==> src/rtl/inst_fetch.sv <==
// Instruction fetch stage: PC sequencing, a small {pc, inst} queue toward decode,
// and redirect handling that drains an in-flight memory request before refetching.
module inst_fetch #(
    parameter logic [31:0] RESET_PC = 32'h0000_0000,
    parameter int unsigned QDEPTH   = 2
) (
    input  logic        clk,
    input  logic        rst,
    output logic        imem_req,
    output logic [31:0] imem_addr,
    input  logic        imem_ack,
    input  logic [31:0] imem_data,
    input  logic        redirect,
    input  logic [31:0] redirect_pc,
    output logic        out_valid,
    output logic [31:0] out_inst,
    output logic [31:0] out_pc,
    input  logic        out_ready
);

    localparam int unsigned PW = (QDEPTH > 1) ? $clog2(QDEPTH) : 1;
    localparam int unsigned CW = $clog2(QDEPTH + 1);

    typedef enum logic {
        RUN  = 1'b0,
        DROP = 1'b1
    } state_e;

    typedef struct packed {
        logic [31:0] pc;
        logic [31:0] inst;
    } entry_t;

    state_e          state_q, state_d;
    logic [31:0]     pc_q, pc_d;
    logic [31:0]     drop_addr_q, drop_addr_d;
    logic [CW-1:0]   count_q, count_d;
    logic [PW-1:0]   rd_ptr_q, rd_ptr_d;
    logic [PW-1:0]   wr_ptr_q, wr_ptr_d;
    entry_t          fifo_q [QDEPTH];
    logic            push;
    logic            pop;

    // Request side: decoded from state only; held low while reset is asserted.
    always_comb begin
        imem_req  = 1'b0;
        imem_addr = pc_q;
        if (!rst) begin
            case (state_q)
                RUN:  imem_req = (count_q < CW'(QDEPTH));
                DROP: begin
                    imem_req  = 1'b1;
                    imem_addr = drop_addr_q;
                end
                default: imem_req = 1'b0;
            endcase
        end
    end

    always_comb begin
        state_d     = state_q;
        pc_d        = pc_q;
        drop_addr_d = drop_addr_q;
        count_d     = count_q;
        rd_ptr_d    = rd_ptr_q;
        wr_ptr_d    = wr_ptr_q;
        push        = 1'b0;
        pop         = 1'b0;

        if (redirect) begin
            // Flush; an unacked RUN request must still be drained in DROP.
            pc_d     = redirect_pc & ~32'h0000_0003;
            count_d  = '0;
            rd_ptr_d = '0;
            wr_ptr_d = '0;
            case (state_q)
                RUN: begin
                    if (imem_req && !imem_ack) begin
                        state_d     = DROP;
                        drop_addr_d = imem_addr;
                    end
                end
                DROP: begin
                    if (imem_ack) state_d = RUN;
                end
                default: state_d = RUN;
            endcase
        end else begin
            case (state_q)
                RUN:  push = imem_req && imem_ack;
                DROP: begin
                    if (imem_ack) state_d = RUN;
                end
                default: state_d = RUN;
            endcase
            pop = (count_q != '0) && out_ready;

            if (push) begin
                wr_ptr_d = wr_ptr_q + PW'(1);
                pc_d     = pc_q + 32'd4;
            end
            if (pop) rd_ptr_d = rd_ptr_q + PW'(1);

            case ({push, pop})
                2'b10:   count_d = count_q + CW'(1);
                2'b01:   count_d = count_q - CW'(1);
                default: count_d = count_q;
            endcase
        end
    end

    always_ff @(posedge clk or posedge rst) begin
        if (rst) begin
            state_q     <= RUN;
            pc_q        <= RESET_PC;
            drop_addr_q <= '0;
            count_q     <= '0;
            rd_ptr_q    <= '0;
            wr_ptr_q    <= '0;
            for (int i = 0; i < int'(QDEPTH); i++) fifo_q[i] <= '0;
        end else begin
            state_q     <= state_d;
            pc_q        <= pc_d;
            drop_addr_q <= drop_addr_d;
            count_q     <= count_d;
            rd_ptr_q    <= rd_ptr_d;
            wr_ptr_q    <= wr_ptr_d;
            if (push) fifo_q[wr_ptr_q] <= '{pc: pc_q, inst: imem_data};
        end
    end

    // Head entry is driven straight from storage registers.
    assign out_valid = (count_q != '0);
    assign out_pc    = fifo_q[rd_ptr_q].pc;
    assign out_inst  = fifo_q[rd_ptr_q].inst;

endmodule

==> config.mk <==
export PLATFORM = sky130hd
export DESIGN_NAME = inst_fetch
export DESIGN_NICKNAME = d
export VERILOG_FILES = /design/src/rtl/inst_fetch.sv
export SDC_FILE = /design/constraint.sdc
export NUM_CORES = 1
export LEC_CHECK = 0
export CAP_MARGIN = 5
export CORE_ASPECT_RATIO = 0.6
export CORE_MARGIN = 2
export CORE_UTILIZATION = 57
export DETAILED_ROUTE_END_ITERATION = 12
export GPL_ROUTABILITY_DRIVEN = 0
export PLACE_DENSITY = 0.95
export SLEW_MARGIN = 30
export SYNTH_ARGS = -nofsm -noshare
export SYNTH_HDL_FRONTEND = slang
export SYNTH_SLANG_ARGS = --single-unit
==> constraint.sdc <==
create_clock -name clk -period 11.05 [get_ports clk]
set_input_delay 2.21 -clock clk [delete_from_list [all_inputs] [get_ports clk]]
set_output_delay 2.21 -clock clk [all_outputs]
set_load 0.1 [all_outputs]
==> results.cfg, run 1 <==
[run_status]
run_status = finished clean

[die]
die_y_um = 101
ios = 167
die_x_um = 166
start_util_pct = 58.3
num_rows = 35
core_mm2 = 0.0154
dieArea_mm2 = 0.0168

[detailed_routing]
wl_per_cell_um = 20.4
viasPerCell = 5.95
drc_errors = 0
vias = 6213
drt-initial-drc-count = 717
wl_mm = 21.3
dr.pass1.iters = 5
ant_nets = 0

[worst_setup_path]
arrival_ns = 5.27
critical_path_peak_fanout = 19
end_kind = primary output
cp.required_ns = 8.84
cp-start-kind = primary input
path_class = primary input to primary output

[clocking]
worstSkewPairLatency_ns = 0.42
cts_max_level = 4
cts_setup_buffers = 0
root_buffer = clkbuf_16
cts_tree = yes
cts_buffers = 17
cts_buffer_depth = 2
path_clk_slew_ns = 0.07
ctsResizeCount = 0
cts_hold_buf = 0
cts.sinks = 191

[global_route]
antenna_found_initial = 0
grt-ovfl-total = 0
grt_pass1_vias = 6422
grt_pass1_wl_mm = 34.5
grt_max_degree = 114
grt_usage_pct = 26.2

[synth]
ys_types = 42
yosysSeqAreaShare_pct = 53.3
yosysWarnings = 0
avgSynthCellArea_um2 = 13.0
synthArstFlopShare_pct = 100
synth-edff-count = 0
ys_ff_latch = 191
synth-main-ff-cell = dfrtp_1
synthCells = 690
netlist_area_mm2 = 0.00897

[sta]
max_slew_margin_pct = 30.6
rsz0062_at_grt = no
final-setup-viol-count = 0
period_needed_ns = 7.48
max_freq_mhz = 134
hold_viol_final = 0
maxSlewViolCount = 0
min_period_over_period_pct = 67.7
skew_ns = 0.0154
max_slew.worst_pin.slew_ns = 1.04
setup_tns_ns = 0

[finish]
diodes = 0
final_cell_mix = mux2_2, dfrtp_1, clkdlybuf4s50_1, nand2_1, o21ai_0
finalInstanceArea_mm2 = 0.0113
drive_gt1_share_pct = 35.4
area_delta_synth_final_pct = 26.3
fill_cells = 1002
nets = 899
mostFrequentLayoutCell = mux2_2

[power_and_ir_drop]
p_comb_share_pct = 43.0
cellLeakagePower_uw = 0.00469
power_frac_seq_pct = 35.3
netSwitchingPower_uw = 1230
intPower_uw = 1580
p_per_area_mw_per_mm2 = 248
switching_share_pct = 43.8
peakVddDrop_mv = 0.169
clkPwrFrac_pct = 21.7

[hold_path]
hp-class = register to register

[placement]
placed_cell_area_mm2 = 0.0107
dp_hpwl_mm = 14.1
port_buffers = 162

[flow_run]
maxCapViolations = 0
==> sequential cells by signal (all words and copies together) (netlist names) <==
name         flops
wr_ptr_q         1
state_q          1
count_q          2
rd_ptr_q         1
drop_addr_q     32
fifo_q         124
pc_q            30
==> routing by layer <==
| layer | wire, um | global-route usage [%] | vias up |
|---|---|---|---|
| li1 | - | - | 2806 |
| met4 | 324 | 7.63 | 0 |
| met5 | 0 | 0 | - |
| met1 | 9600 | 36.8 | 3110 |
| met3 | 1690 | 7.42 | 31 |
| met2 | 9650 | 40.7 | 266 |
==> logic make-up (layout without fill, tap and decap cells) <==
logic type | count (synthesis) | count (layout) | share of synthesized area (%)
compound gates | 57 | 57 | 4.00
xor+xnor | 12 | 12 | 1.17
fa+ha+maj | 1 | 1 | 0.140
buf+inv | 58 | 208 | 2.79
flops | 191 | 191 | 53.3
mux | 244 | 244 | 30.6
other cells | 1 | 2 | 0.0418
simple gates | 126 | 126 | 7.93
==> area by class of cell <==
type	count	area (um^2)	area share (%)
flip-flops and latches	191	4780	42.2
multi-input cells	442	3970	35.0
repair buffers	171	1700	15.0
clock buffers	18	439	3.88
well taps	203	254	2.24
clock inverters	13	156	1.38
inverters	6	30.0	0.265
==> critical path, cell delays in order <==
cell,delay (ns)
clkdlybuf4s50_1,0.60
nor2_2,0.63
buf_4,0.42
mux2_2,0.23
clkdlybuf4s50_1,1.16
==> power by group through the flow <==
| stage | Clock [uW] | Combinational (uW) | Sequential [uW] |
|---|---|---|---|
| 4_1_cts | 619 | 1220 | 988 |
| 3_3_place_gp | 0 | 1190 | 986 |
| 6_report | 609 | 1210 | 989 |
| 3_5_place_dp | 0 | 1210 | 1000 |
| 5_1_grt | 656 | 1250 | 1010 |
| 2_1_floorplan | 0 | 997 | 954 |
==> path summary, 6_finish.rpt <==
| check | startpoint | endpoint | slack, ns | cells past startpoint |
|---|---|---|---|---|
| min reg2reg | drop_addr_q[0]$_DFFE_PP0P_ | drop_addr_q[0]$_DFFE_PP0P_ | 0.49 | 1 |
| max in group asynchronous | rst | fifo_q[121]$_DFFE_PP0P_ | 7.33 | 3 |
| min | drop_addr_q[0]$_DFFE_PP0P_ | drop_addr_q[0]$_DFFE_PP0P_ | 0.49 | 1 |
| max | rst | imem_addr[6] | 3.57 | 5 |
| max reg2reg | pc_q[7]$_DFFE_PP0P_ | pc_q[26]$_DFFE_PP0P_ | 8.39 | 4 |
| min in group asynchronous | rst | fifo_q[46]$_DFFE_PP0P_ | 2.49 | 2 |
==> cell usage after synthesis (2+ instances only) <==
| master | instances | share of area, % |
|---|---|---|
| mux2_2 | 243 | 31 |
| dfrtp_1 | 191 | 53 |
| clkbuf_1 | 35 | 1.5 |
| nand2_1 | 25 | 1.0 |
| o21ai_0 | 23 | 1.3 |
| nand3_1 | 18 | 1.0 |
| nor2_1 | 18 | 0.75 |
| a31oi_1 | 12 | 0.84 |
| nand4_1 | 12 | 0.84 |
| or4_1 | 9 | 0.75 |
| o31ai_1 | 8 | 0.67 |
| xor2_1 | 8 | 0.78 |
| and4_1 | 7 | 0.68 |
| buf_1 | 7 | 0.29 |
| inv_1 | 6 | 0.25 |
| nor2b_1 | 6 | 0.42 |
| and3_1 | 5 | 0.35 |
| nor3_1 | 5 | 0.28 |
| a22oi_1 | 4 | 0.33 |
| buf_2 | 4 | 0.22 |
| buf_4 | 4 | 0.33 |
| nor4b_1 | 4 | 0.39 |
| or3_1 | 4 | 0.28 |
| xnor2_1 | 4 | 0.39 |
| a21oi_1 | 3 | 0.17 |
| a31o_2 | 3 | 0.29 |
| and2_1 | 3 | 0.21 |
| a32o_1 | 2 | 0.22 |
| nand4b_1 | 2 | 0.20 |
| o41ai_1 | 2 | 0.20 |
| or2_2 | 2 | 0.14 |
==> stage by stage <==
step | setup slack (ns) | power (uW) | utilization, % | instances | hold WS (ns)
floorplan | 1.44 | 1950 | - | 691 | 0.444
global placement | 3.68 | 2180 | 69.7 | 1012 | 0.458
detailed placement | 3.61 | 2210 | 69.9 | 1013 | 0.470
CTS | 3.60 | 2820 | 73.7 | 1044 | 0.487
global route | 3.52 | 2920 | 73.7 | 1044 | 0.517
finish | 3.57 | 2810 | 73.7 | 1044 | 0.486
No activity file was read; power rests on OpenSTA's default activity.
==> run 2: changes to the inputs <==
--- a/config.mk
+++ b/config.mk
@@ -8,10 +8,10 @@
 export CAP_MARGIN = 5
 export CORE_ASPECT_RATIO = 0.6
 export CORE_MARGIN = 2
-export CORE_UTILIZATION = 57
+export CORE_UTILIZATION = 53
 export DETAILED_ROUTE_END_ITERATION = 12
 export GPL_ROUTABILITY_DRIVEN = 0
-export PLACE_DENSITY = 0.95
+export PLACE_DENSITY = 0.9
 export SLEW_MARGIN = 30
 export SYNTH_ARGS = -nofsm -noshare
 export SYNTH_HDL_FRONTEND = slang
==> constraint.sdc (replaced) <==
create_clock -name clk -period 7.4 [get_ports clk]
set_input_delay 1.48 -clock clk [delete_from_list [all_inputs] [get_ports clk]]
set_output_delay 1.48 -clock clk [all_outputs]
set_load 0.1 [all_outputs]
==> run 2 against run 1 <==
Clock power grew 56%. Global-route usage shrank 2.1 points. Combinational power rose by 48%. Die area rose by 7.3%. Flip-flop and latch count unchanged. Clock skew fell by 0.0035 ns.
==> results.cfg, run 2 (synthesized netlist as in run 1, its figures left out) <==
[run_status]
run_status = finished clean

[power_and_ir_drop]
power_frac_seq_pct = 35.0
switching_share_pct = 43.6
clkPwrFrac_pct = 22.5
peakVddDrop_mv = 0.201
p_comb_share_pct = 42.5
netSwitchingPower_uw = 1840
p_per_area_mw_per_mm2 = 372
intPower_uw = 2380
cellLeakagePower_uw = 0.00470
fin_total_pwr_uw = 4220

[clocking]
cts_buffers = 17
path_clk_slew_ns = 0.07
root_buffer = clkbuf_16
cts_max_level = 4
cts_hold_buf = 0
ctsResizeCount = 0
cts_buffer_depth = 2
worstSkewPairLatency_ns = 0.42
cts_tree = yes
cts.sinks = 191
cts_setup_buffers = 0

[finish]
top_register = fifo_q
fill_cells = 1195
mostFrequentLayoutCell = mux2_2
regArea_mm2 = 0.00478
reg.largest.list = fifo_q (124), drop_addr_q (32), pc_q (30)
area_delta_synth_final_pct = 26.6
instances_no_fill = 1071
drive_gt1_share_pct = 36.2
diodes = 0
final_cell_mix = mux2_2, dfrtp_1, clkdlybuf4s50_1, nand2_1, o21ai_0
multiInputGateArea_mm2 = 0.00397
largest_reg_flops = 124
nets = 900
postLayoutCoreUtil_pct = 69.2

[detailed_routing]
viasPerCell = 5.66
drc_errors = 0
vias = 6059
dr.pass1.iters = 4
drt-initial-drc-count = 438
ant_nets = 0
wl_per_cell_um = 19.8
wl_mm = 21.2

[worst_setup_path]
cp-start-kind = primary input
cpMostUsedCell = clkdlybuf4s50_1
cp.required_ns = 5.92
critPathTopFamily = buffers and inverters
cp_slowest_stage_delay_ns = 0.97
arrival_ns = 4.22
critical_path_peak_fanout = 34
worstPathCellList = clkdlybuf4s50_1 -> clkinvlp_4 -> and3_1 -> clkdlybuf4s50_1
path_class = primary input to primary output
end_kind = primary output
critical_path_buf_inv_count = 3
cp_slowest_cell = clkdlybuf4s50_1

[global_route]
grt_usage_pct = 24.2
grt_pass1_wl_mm = 33.7
grt-ovfl-total = 0
grt_pass1_vias = 6229
grt_max_degree = 85
antenna_found_initial = 1

[die]
core_mm2 = 0.0164
die_x_um = 172
dieArea_mm2 = 0.0180
start_util_pct = 54.7
die_y_um = 105
ios = 167
num_rows = 36

[hold_path]
hp-class = register to register

[flow_run]
maxCapViolations = 0

[sta]
skew_ns = 0.0119
max_freq_mhz = 176
maxSlewViolCount = 0
min_period_over_period_pct = 77.0
max_slew_margin_pct = 30.1
setup_tns_ns = 0
rsz0062_at_grt = no
hold_viol_final = 0
final-setup-viol-count = 0
period_needed_ns = 5.70
max_slew.worst_pin.slew_ns = 1.05

[placement]
dp_hpwl_mm = 14.1
port_buffers = 162
placed_cells = 1039
-- run 2: cell count changes in the layout (fill, tap and decap cells not counted) --
cell | before | now
inv_1 | 5 | 4
inv_6 | 0 | 3
clkinv_1 | 0 | 1
clkdlybuf4s50_1 | 160 | 155
bufinv_16 | 1 | 2
clkinv_8 | 2 | 0
buf_2 | 1 | 5
buf_6 | 1 | 2
clkinv_4 | 6 | 2
clkinvlp_4 | 1 | 4
clkbuf_2 | 1 | 2
-- run 2: path summary, 6_finish.rpt --
path                                         from                         end  slack, ns  cells after the start
setup / recovery                              rst                imem_addr[1]       1.70                      4
hold / removal             fifo_q[54]$_DFFE_PP0P_      fifo_q[54]$_DFFE_PP0P_       0.48                      2
setup reg to reg             pc_q[11]$_DFFE_PP0P_        pc_q[26]$_DFFE_PP0P_       4.79                      4
hold reg to reg            fifo_q[54]$_DFFE_PP0P_      fifo_q[54]$_DFFE_PP0P_       0.48                      2
max in group asynchronous                     rst        rd_ptr_q$_DFFE_PP0P_       4.53                      3
min in group asynchronous                     rst  drop_addr_q[1]$_DFFE_PP0P_       1.69                      2
-- run 2: area by class of cell --
class,count,area share (%)
inverters,6,0.231
clock inverters,14,1.51
flip-flops and latches,191,42.1
repair buffers,172,14.8
well taps,228,2.51
clock buffers,18,3.87
multi-input cells,442,35.0
-- run 2: worst min-delay path: cells and delay by family, from the launching register on --
kind             cells  cell delay [ns]
flip-flops           1             0.34
AO/OA/AOI/OAI        1             0.06
AND/OR/NAND/NOR      1             0.05
-- run 2: stage by stage --
| step | cell area [um^2] | setup WS, ns | hold WS (ns) |
|---|---|---|---|
| after global placement | 10800 | 1.69 | 0.462 |
| after global routing | 11400 | 1.41 | 0.499 |
| after detailed placement | 10800 | 1.65 | 0.466 |
| final | 11400 | 1.70 | 0.484 |
| after floorplan | 8970 | 0.626 | 0.444 |
| after CTS | 11400 | 1.64 | 0.486 |
-- run 2: per-layer routing --
metal,global-route usage (%),share of wire (%)
met1,34.5,46
met2,36.6,46
met3,7.88,8.6
met4,4.26,0.27
met5,0,0
-- run 2: power groups by stage --
stage	sequential, uW	combinational, uW	clock, uW
after global placement	1480	1780	0
after CTS	1480	1810	969
after global routing	1510	1860	1010
after detailed placement	1490	1800	0
final	1480	1790	951
after floorplan	1430	1490	0
==> run 3: changes to the inputs <==
==> constraint.sdc (replaced) <==
create_clock -name clk -period 5.5 [get_ports clk]
set_input_delay 1.1 -clock clk [delete_from_list [all_inputs] [get_ports clk]]
set_output_delay 1.1 -clock clk [all_outputs]
set_load 0.1 [all_outputs]
==> run 3 against run 2 <==
Utilization down 0.17 points. Critical endpoint is now out_pc[4]. Clock power increased by 30%. Critical path depth decreased by 1. Routed wire length rose by 0.19%.
==> results.cfg, run 3 (synthesized netlist as in run 1, its figures left out) <==
[clocking]
cts_max_level = 4
cts_buffers = 17
path_clk_slew_ns = 0.07
ctsResizeCount = 0
cts.sinks = 191
cts_tree = yes
worstSkewPairLatency_ns = 0.42
cts_buffer_depth = 2
cts_setup_buffers = 0
cts_hold_buf = 0
root_buffer = clkbuf_16

[worst_setup_path]
reg2reg_from = count_q[1]$_DFFE_PP0P_
arrival_ns = 3.06
path_class = register to primary output
r2r-end = pc_q[26]$_DFFE_PP0P_
reg2reg_depth = 4
cp.required_ns = 4.40
critical_path_peak_fanout = 35
end_kind = primary output
rrSetupSlack_ns = 2.75
cp-start-kind = register

[placement]
placed_cell_area_mm2 = 0.0107
dp_hpwl_mm = 14.3
port_buffers = 162

[sta]
max_slew.worst_pin.slew_ns = 1.04
final-setup-viol-count = 0
rsz0062_at_grt = no
maxSlewViolCount = 0
hold_viol_final = 0
min_period_over_period_pct = 75.6
max_freq_mhz = 241
max_slew_margin_pct = 30.6
period_needed_ns = 4.16
skew_ns = 0.0115
setup_tns_ns = 0

[detailed_routing]
dr.pass1.iters = 5
wl_mm = 21.2
viasPerCell = 5.76
ant_nets = 0
vias = 6171
drt-initial-drc-count = 521
drc_errors = 0
wl_per_cell_um = 19.8

[finish]
finalInstanceArea_mm2 = 0.0113
reg.largest.list = fifo_q (124), drop_addr_q (32), pc_q (30)
drive_gt1_share_pct = 39.3
area_delta_synth_final_pct = 26.3
nets = 901
mostFrequentLayoutCell = mux2_2
top_register = fifo_q
diodes = 0
final_cell_mix = mux2_2, dfrtp_1, clkdlybuf4s50_1, buf_4, nand2_1
largest_reg_flops = 124

[hold_path]
hold_depth = 1
whs_endpoint = drop_addr_q[1]$_DFFE_PP0P_
hp-class = register to register
hold_start = drop_addr_q[1]$_DFFE_PP0P_

[global_route]
grt_max_degree = 80
antenna_found_initial = 0
grt_pass1_wl_mm = 34.1
grt_pass1_vias = 6301
grt-ovfl-total = 0
grt_usage_pct = 24.4

[die]
die_x_um = 172
dieArea_mm2 = 0.0180
start_util_pct = 54.7
core_mm2 = 0.0164
num_rows = 36
die_y_um = 105
ios = 167

[power_and_ir_drop]
p_per_area_mw_per_mm2 = 499
cellLeakagePower_uw = 0.00474
peakVddDrop_mv = 0.389

[run_status]
run_status = finished clean

[flow_run]
maxCapViolations = 0
-- run 3: cell type report --
| type | instances | area, um^2 |
|---|---|---|
| multi-input combinational | 442 | 3970 |
| clock buffer | 17 | 425 |
| fill | 1168 | 5070 |
| sequential | 191 | 4780 |
| timing repair buffer | 173 | 1680 |
| inverter | 6 | 26.3 |
| clock inverter | 14 | 159 |
| tap | 228 | 285 |
-- run 3: how the worst max path moves through the flow --
| stage | startpoint | end | slack [ns] | cells past startpoint |
|---|---|---|---|---|
| after CTS | rd_ptr_q$_DFFE_PP0P_ | out_pc[7] | 1.33 | 3 |
| after global placement | redirect | fifo_q[14]$_DFFE_PP0P_ | 1.26 | 5 |
| after global routing | rd_ptr_q$_DFFE_PP0P_ | out_pc[4] | 1.27 | 3 |
| after floorplan | rst | imem_addr[0] | -0.51 | 2 |
| after detailed placement | rst | imem_req | 1.43 | 3 |
| final | rd_ptr_q$_DFFE_PP0P_ | out_pc[4] | 1.34 | 3 |
-- run 3: stage by stage --
step                hold slack, ns  instances  power [uW]  worst slack, ns  util, %
detailed placement           0.472       1039        4430             1.43     65.3
floorplan                    0.444        691        3920           -0.514        -
global placement             0.458       1038        4380             1.26     65.2
global route                 0.510       1071        5870             1.27     69.1
CTS                          0.493       1070        5680             1.33     68.9
finish                       0.488       1071        5650             1.34     69.1
-- run 3: where the power goes --
part	switching (uW)	leakage (uW)	internal, uW
clock	559	0.000279	679
combinational	1680	0.00212	743
sequential	224	0.00233	1770
-- run 3: worst max-delay path: stages, from the launching register on --
cell,delay [ns]
dfrtp_2,0.89
buf_12,0.33
mux2_2,0.41
clkdlybuf4s50_1,0.98
-- run 3: per-layer routing --
layer / up-vias / track usage, % / share of wire (%)
met2: 232 / 36.6 / 45
met5: - / 0 / 0
li1: 2794 / - / -
met1: 3123 / 36.7 / 46
met3: 22 / 4.89 / 7.4
met4: 0 / 5.70 / 0.85
